`config.mk`:
```
export PLATFORM = sky130hd
export DESIGN_NAME = second_min_search
export DESIGN_NICKNAME = d
export VERILOG_FILES = /design/src/rtl/second_min_search.sv
export SDC_FILE = /design/constraint.sdc
export NUM_CORES = 1
export LEC_CHECK = 0
export CORE_ASPECT_RATIO = 0.6
export CORE_UTILIZATION = 30
export DETAILED_ROUTE_END_ITERATION = 12
export SYNTH_ARGS = -nofsm -noshare
export SYNTH_HDL_FRONTEND = slang
export SYNTH_SLANG_ARGS = --single-unit
export TNS_END_PERCENT = 100
```
`constraint.sdc`:
```
create_clock -name clk -period 2.5 [get_ports clk]
set_input_delay 0.75 -clock clk [delete_from_list [all_inputs] [get_ports clk]]
set_output_delay 0.75 -clock clk [all_outputs]
set_load 0.005 [all_outputs]
```
`src/rtl/second_min_search.sv`:
```
// Scans the per-second amplitude BRAM and reports the slot holding the lowest
// accumulated carrier amplitude (the MSF carrier-off edge) as low_time.
//
// state  | meaning
// IDLE   | waiting for start; address, compare-valid flag and running min cleared
// READ   | issuing one BRAM address per cycle, 0..NUM_BINS-1
// DRAIN  | no new reads; waiting for the last read data to be compared
// FINISH | low_time/min_value updated, done pulsed
module second_min_search #(
   parameter int NUM_BINS   = 250,
   parameter int DATA_WIDTH = 32,
   parameter int RD_LATENCY = 2
) (
   input  logic                  clk,
   input  logic                  rst_n,
   input  logic                  start,
   output logic                  bram_en,
   output logic [7:0]            bram_addr,
   input  logic [DATA_WIDTH-1:0] bram_rdata,
   output logic                  busy,
   output logic                  done,
   output logic [7:0]            low_time,
   output logic [DATA_WIDTH-1:0] min_value
);

   typedef enum logic [1:0] {IDLE, READ, DRAIN, FINISH} state_t;

   localparam logic [7:0] LAST_ADDR = 8'(NUM_BINS - 1);

   state_t state, state_nxt;

   logic [RD_LATENCY-1:0]      pipe_vld;
   logic [RD_LATENCY-1:0][7:0] pipe_idx;

   logic                  have_min;
   logic [7:0]            run_idx;
   logic [DATA_WIDTH-1:0] run_val;

   logic                  take;
   logic                  early_pending;
   logic [7:0]            cand_idx;
   logic [DATA_WIDTH-1:0] cand_val;

   // Strictly-less replacement keeps the lowest index on ties.
   always_comb begin
      take     = pipe_vld[RD_LATENCY-1] && (!have_min || (bram_rdata < run_val));
      cand_idx = take ? pipe_idx[RD_LATENCY-1] : run_idx;
      cand_val = take ? bram_rdata : run_val;
      early_pending = 1'b0;
      for (int k = 0; k < RD_LATENCY - 1; k++) begin
         early_pending = early_pending | pipe_vld[k];
      end
   end

   always_comb begin
      state_nxt = state;
      case (state)
         IDLE:    if (start) state_nxt = READ;
         READ:    if (bram_addr == LAST_ADDR) state_nxt = DRAIN;
         DRAIN:   if (!early_pending) state_nxt = FINISH;
         FINISH:  state_nxt = IDLE;
         default: state_nxt = IDLE;
      endcase
   end

   always_ff @(posedge clk or negedge rst_n) begin
      if (!rst_n) begin
         state     <= IDLE;
         bram_en   <= 1'b0;
         bram_addr <= 8'd0;
         busy      <= 1'b0;
         done      <= 1'b0;
         low_time  <= 8'd0;
         min_value <= '0;
      end else begin
         state     <= state_nxt;
         bram_en   <= (state_nxt == READ);
         bram_addr <= (state == READ && state_nxt == READ) ? bram_addr + 8'd1 : 8'd0;
         busy      <= (state_nxt == READ) || (state_nxt == DRAIN);
         done      <= (state_nxt == FINISH);
         // The last sample is compared on the same edge, so publish the candidate.
         if (state_nxt == FINISH) begin
            low_time  <= cand_idx;
            min_value <= cand_val;
         end
      end
   end

   always_ff @(posedge clk or negedge rst_n) begin
      if (!rst_n) begin
         pipe_vld <= '0;
         pipe_idx <= '0;
      end else begin
         pipe_vld[0] <= bram_en;
         pipe_idx[0] <= bram_addr;
         for (int k = 1; k < RD_LATENCY; k++) begin
            pipe_vld[k] <= pipe_vld[k-1];
            pipe_idx[k] <= pipe_idx[k-1];
         end
      end
   end

   always_ff @(posedge clk or negedge rst_n) begin
      if (!rst_n) begin
         have_min <= 1'b0;
         run_idx  <= 8'd0;
         run_val  <= '0;
      end else if (state == IDLE) begin
         have_min <= 1'b0;
         run_idx  <= 8'd0;
         run_val  <= '0;
      end else if (pipe_vld[RD_LATENCY-1]) begin
         have_min <= 1'b1;
         run_idx  <= cand_idx;
         run_val  <= cand_val;
      end
   end

endmodule
```
After elaboration in Yosys (flattened, before gate mapping)
Index checks and enable logic that the tools add are counted.
W data, S select, Z words.
{"block": "op_classes", "addsub": 1, "multipliers": 0, "div_mod_pow": 0, "order_cmp": 1, "eq_ne": 7, "shifts": 0, "n_mux": 13, "bitwise_logic": 0, "reduce_logical": 7}
{"cell": "$mux W32", "count": 3}
{"cell": "$lt A32 B32 Y1", "count": 1}
{"cell": "$mux W8", "count": 4}
{"cell": "$add A8 B1 Y8 const B", "count": 1}
{"cell": "$eq A2 B2 Y1 const B", "count": 4}
{"cell": "$eq A8 B8 Y1 const B", "count": 1}
{"cell": "$pmux W2 S4", "count": 1}
{"cell": "$mux W2", "count": 3}
{"cell": "$eq A2 B1 Y1 const B", "count": 2}
{"cell": "$logic_and A1 B1 Y1", "count": 2}
{"cell": "$logic_not A2 Y1", "count": 1}
{"cell": "$logic_or A1 B1 Y1", "count": 2}
{"cell": "$mux W1", "count": 2}
{"cell": "$reduce_bool A2 Y1", "count": 1}
{"cell": "$logic_not A1 Y1", "count": 1}
{"block": "totals", "regBits": 112, "latch_bits": 0, "mem_bits_rw": 0, "mem_bits_ro": 0, "in_bits": 35, "output_inout_bits": 51, "wordCells": 42, "n_memories": 0}

Depth between registers and ports, before layout
{"block": "depth", "depth_word": 6, "mapped_depth": 11, "ltp_nobuf": 9}

Worst setup path after synthesis
No wires, ideal clock.
{"block": "synth_timing", "kind": "input port to flip-flop", "start": "in bram_rdata[6]", "end": "reg min_value[22]", "setup_ns": 0.137, "arrival_ns": 2.689, "t_required_ns": 2.363, "setup_slack_ns": -0.326, "path_stages": 9, "path_buffers": 1, "cell_sequence": "ha_1 > a21o_1 > a211oi_1 > o21ai_1 > a2111o_1 > a21oi_4 > buf_12 > mux2i_1 > a21oi_1"}
{"block": "synth_between", "elab_chain_len": 4}
{"item": "from (decl)", "line": "19", "text": "input logic [DATA_WIDTH-1:0] bram_rdata,"}
{"item": "$lt A32 B32 Y1", "line": "46", "text": "take = pipe_vld[RD_LATENCY-1] && (!have_min || (bram_rdata < run_val));"}
{"item": "$logic_or A1 B1 Y1", "line": "46"}
{"item": "$logic_and A1 B1 Y1", "line": "46"}
{"item": "$mux W32", "line": "48", "text": "cand_val = take ? bram_rdata : run_val;"}
{"item": "to (signal assigned)", "line": "84", "text": "min_value <= cand_val;"}
{"item": "to (decl)", "line": "23", "text": "output logic [DATA_WIDTH-1:0] min_value"}
Every way passes these cells.
A chain may end at the register's enable or synchronous reset.

Worst setup path after layout
{"block": "layout_timing", "start": "in bram_rdata[6]", "end": "reg run_val[18]"}
{"block": "layout_between", "elab_chain_len": 6}
{"item": "$lt A32 B32 Y1", "line": "46"}
{"item": "$logic_or A1 B1 Y1", "line": "46"}
{"item": "$logic_and A1 B1 Y1", "line": "46"}
{"item": "$mux W32", "line": "48"}
{"item": "$mux W32", "line": "112", "text": "end else if (pipe_vld[RD_LATENCY-1]) begin"}
{"item": "$mux W32", "line": "108", "text": "end else if (state == IDLE) begin"}
{"item": "to (signal assigned)", "line": "115", "text": "run_val <= cand_val;"}
{"item": "to (decl)", "line": "37", "text": "logic [DATA_WIDTH-1:0] run_val;"}
Every way passes these cells. The select of a mux whose other input is x is not followed.

==> flow_metrics.env <==
export IMPL_status="complete, but fails checks"
export IMPL_violations="negative setup slack"
export IMPL_grt_max_degree=61
export IMPL_cts_sinks=112
export IMPL_required_ns=2.72
export IMPL_yosysMostFrequentCell="dfrtp_1"
export IMPL_finalMaxSlewViolations=0
export IMPL_grt_pass1_wl_um=19590
export IMPL_drcViolationCount=0
export IMPL_vias=3518
export IMPL_syn2layout_area_growth_pct=48.25
export IMPL_setup_viol=80
export IMPL_die_h_um=100.9
export IMPL_syn_nets=511
export IMPL_holdWs_ns=0.3548
export IMPL_yosys_area_top_type_share_pct=57.33
export IMPL_grt_usage_pct=15.04
export IMPL_arrival_ns=2.88
export IMPL_htreeDepth=3
export IMPL_drt_iter0_markers=131
export IMPL_power_density_nw_per_um2=1089
export IMPL_finalPower_w=0.007894
export IMPL_yosysSeqAreaShare_pct=57.33
export IMPL_drtAntennaViolNets=0
export IMPL_hpwl_um=8030
export IMPL_ys_ff_latch=112
export IMPL_avgSynthCellArea_sq_um=11.08
export IMPL_viasPerCell=4.605
export IMPL_rows=35
export IMPL_fmaxAchievable_ghz=0.3746
export IMPL_core_area_sq_um=15630
export IMPL_cp_end_kind="flip-flop"
export IMPL_start_kind="input pin"
export IMPL_wirelength_um=12280
export IMPL_max_cap_violations=0
export IMPL_path_class="input pin to flip-flop"
export IMPL_synth_area_leaders="dfrtp_1, ha_1, mux2i_1"
export IMPL_synth_edf_count=0
export IMPL_ys_types=34
export IMPL_clock_path_buffers=2
export IMPL_synth_commonest_cells="dfrtp_1, nor2_1, a21oi_1, mux2i_1, ha_1"
export IMPL_crit_top_cell="a21oi_4"
export IMPL_antenna_found_initial=1
export IMPL_yosys_warnings=0
export IMPL_worst_path_largest_cell_delay_ns=0.41
export IMPL_rsz0062_at_grt="yes"
export IMPL_cts_buffers=9
export IMPL_drive_gt1_share_pct=26.61
export IMPL_clock_skew_ns=0.01705
export IMPL_async_flop_share_pct=100.0
export IMPL_worst_pin_slew_ns=0.5384
export IMPL_clk_latency_ns=0.35
export IMPL_synthCells=441
export IMPL_final_nets=625
export IMPL_io_buffers=85
export IMPL_start_util_pct=31.27
export IMPL_yosysTopAreaCell="dfrtp_1"
export IMPL_layout_min_cycle_time_ns=2.670
export IMPL_path_max_fanout=8
export IMPL_syn_area_sq_um=4888
export IMPL_cts_tree="built"
export IMPL_peakVddDrop_mv=0.4473
export IMPL_finalWorstSetupSlack_ns=-0.1696
export IMPL_timing_hold_violations_final=0
export IMPL_max_slew_margin_rel_pct=64.11
export IMPL_io_pins=86
export IMPL_grt_pass1_vias=3697
export IMPL_hold_class="flip-flop to flip-flop"
export IMPL_slowest_stage="a2111o_1"
export IMPL_overflow=0
export IMPL_clk_pin_slew_ns=0.08
export IMPL_routabilityCongestion=0.8064
export IMPL_routedWlPerCell_um=16.07
export IMPL_path_cells="buf_2 > ha_4 > buf_4 > o21a_1 > a21oi_4 > nor3_2 > a2111o_1 > a21oi_4 > buf_6 > buf_12 > mux2i_4 > nor2_1"
export IMPL_ctsRootBufferMaster="clkbuf_16"
export IMPL_ys_flop_type="dfrtp_1"
export IMPL_die_area_sq_um=16830
export IMPL_cts_hold_buf=0
export IMPL_chipWidth_um=166.8
export IMPL_fin_crit_sh_pct=106.8
export IMPL_p_leak_nw=3.205
export IMPL_dr_pass1_iters=4
## what timing repair did
action / 4_1_cts / 5_1_grt
cloned: 1 / 2
pin swaps: 34 / 13
endpoints found under the setup margin: 80 / 80
resized for setup: 121 / 64
buffers inserted: 5 / 4
hold endpoints to repair: 0 / 0
## sequential cells by signal, summed over array words and instances, names as in the netlist
register	count
min_value	32
run_val	32
pipe_idx	16
bram_addr	8
low_time	8
run_idx	8
pipe_vld	2
state	2
bram_en	1
busy	1
done	1
have_min	1
## placed cells by master, fill, tap and decap left out, types with 2 or more instances in the layout
cell type and instances:
a21o_1 2, a21oi_1 35, a21oi_2 16, a21oi_4 2
a221oi_2 2, and4_4 2, buf_12 6, buf_2 3
buf_4 26, clkbuf_16 11, clkbuf_2 6, clkdlybuf4s15_2 2
clkdlybuf4s50_1 53, clkinv_8 2, dfrtp_1 112, dlygate4sd2_1 18
ha_1 18, ha_2 3, ha_4 14, inv_1 31
inv_2 2, inv_6 2, mux2i_1 5, mux2i_2 5
mux2i_4 31, nand2_1 11, nand3_1 8, nand4_1 2
nor2_1 94, o21a_1 2, o21ai_0 2, o21ai_1 4
or3_1 2, xor2_1 3
## where the power goes
part	switching, W	total [W]	internal, W
Combinational	0.00161	0.00363	0.00203
Clock	0.000728	0.00154	0.000809
Sequential	0.000429	0.00272	0.00229
Total	0.00276	0.00789	0.00513
## kinds of logic after synthesis
family                     Yosys count  share of synthesized area (%)
DFF                                112                          57.33
buffers and inverters               50                          5.170
adders and majority gates           35                          8.958
AOI/OAI and AO/OA                   71                          8.497
xor gates and xnor gates             4                         0.7168
muxes                               41                          8.395
and+or+nand+nor                    128                          10.93
## metal layers
layer	global-route usage, %	wire length [um]	vias to the layer above
met5	0	0	-
met4	3.704	103	0
met3	3.691	438	9
met2	22.88	5426	69
met1	21.45	6312	1724
li1	-	-	1716
## worst max-delay path: cells and delay by family
family	cells	cell delay, ns
AOI/OAI and AO/OA	4	0.93
adders and majority gates	1	0.21
buffers and inverters	4	0.55
muxes	1	0.30
and+or+nand+nor	2	0.13
## per-stage QoR
stage	cells	setup slack [ns]	util [%]	cell area [sq um]	setup TNS (ns)
3_3_place_gp	735	-1.048	39.06	6107	-77.01
5_1_grt	763	-0.2539	46.34	7244	-16.35
3_5_place_dp	735	-1.144	39.06	6107	-84.18
6_report	764	-0.1696	46.35	7247	-9.315
2_1_floorplan	441	-0.3162	-	4901	-24.17
4_1_cts	757	-0.1466	43.88	6860	-8.450
## final timing paths
| kind | start | end | slack, ns | depth (start not counted) |
|---|---|---|---|---|
| max | bram_rdata[6] | run_val[18]$_DFFE_PN0P_ | -0.17 | 12 |
| min | pipe_idx[0]$_DFF_PN0_ | pipe_idx[8]$_DFF_PN0_ | 0.35 | 0 |
| max reg2reg | run_val[5]$_DFFE_PN0P_ | run_val[18]$_DFFE_PN0P_ | -0.14 | 11 |
| min reg2reg | pipe_idx[0]$_DFF_PN0_ | pipe_idx[8]$_DFF_PN0_ | 0.35 | 0 |
| max in group asynchronous | rst_n | run_idx[6]$_DFFE_PN0P_ | 1.50 | 2 |
| min in group asynchronous | rst_n | min_value[6]$_DFFE_PN0P_ | 0.37 | 1 |
## cell type report
| type | instances | area, sq um |
|---|---|---|
| fillers | 1417 | 8387 |
| inverters | 33 | 123.9 |
| clock buffers | 9 | 225.2 |
| diodes | 1 | 2.502 |
| well taps | 203 | 254.0 |
| clock inverters | 7 | 96.34 |
| multi-input cells | 279 | 2557 |
| flip-flops and latches | 112 | 2803 |
| repair buffers | 120 | 1185 |
Power figures use the tool's default switching activity.
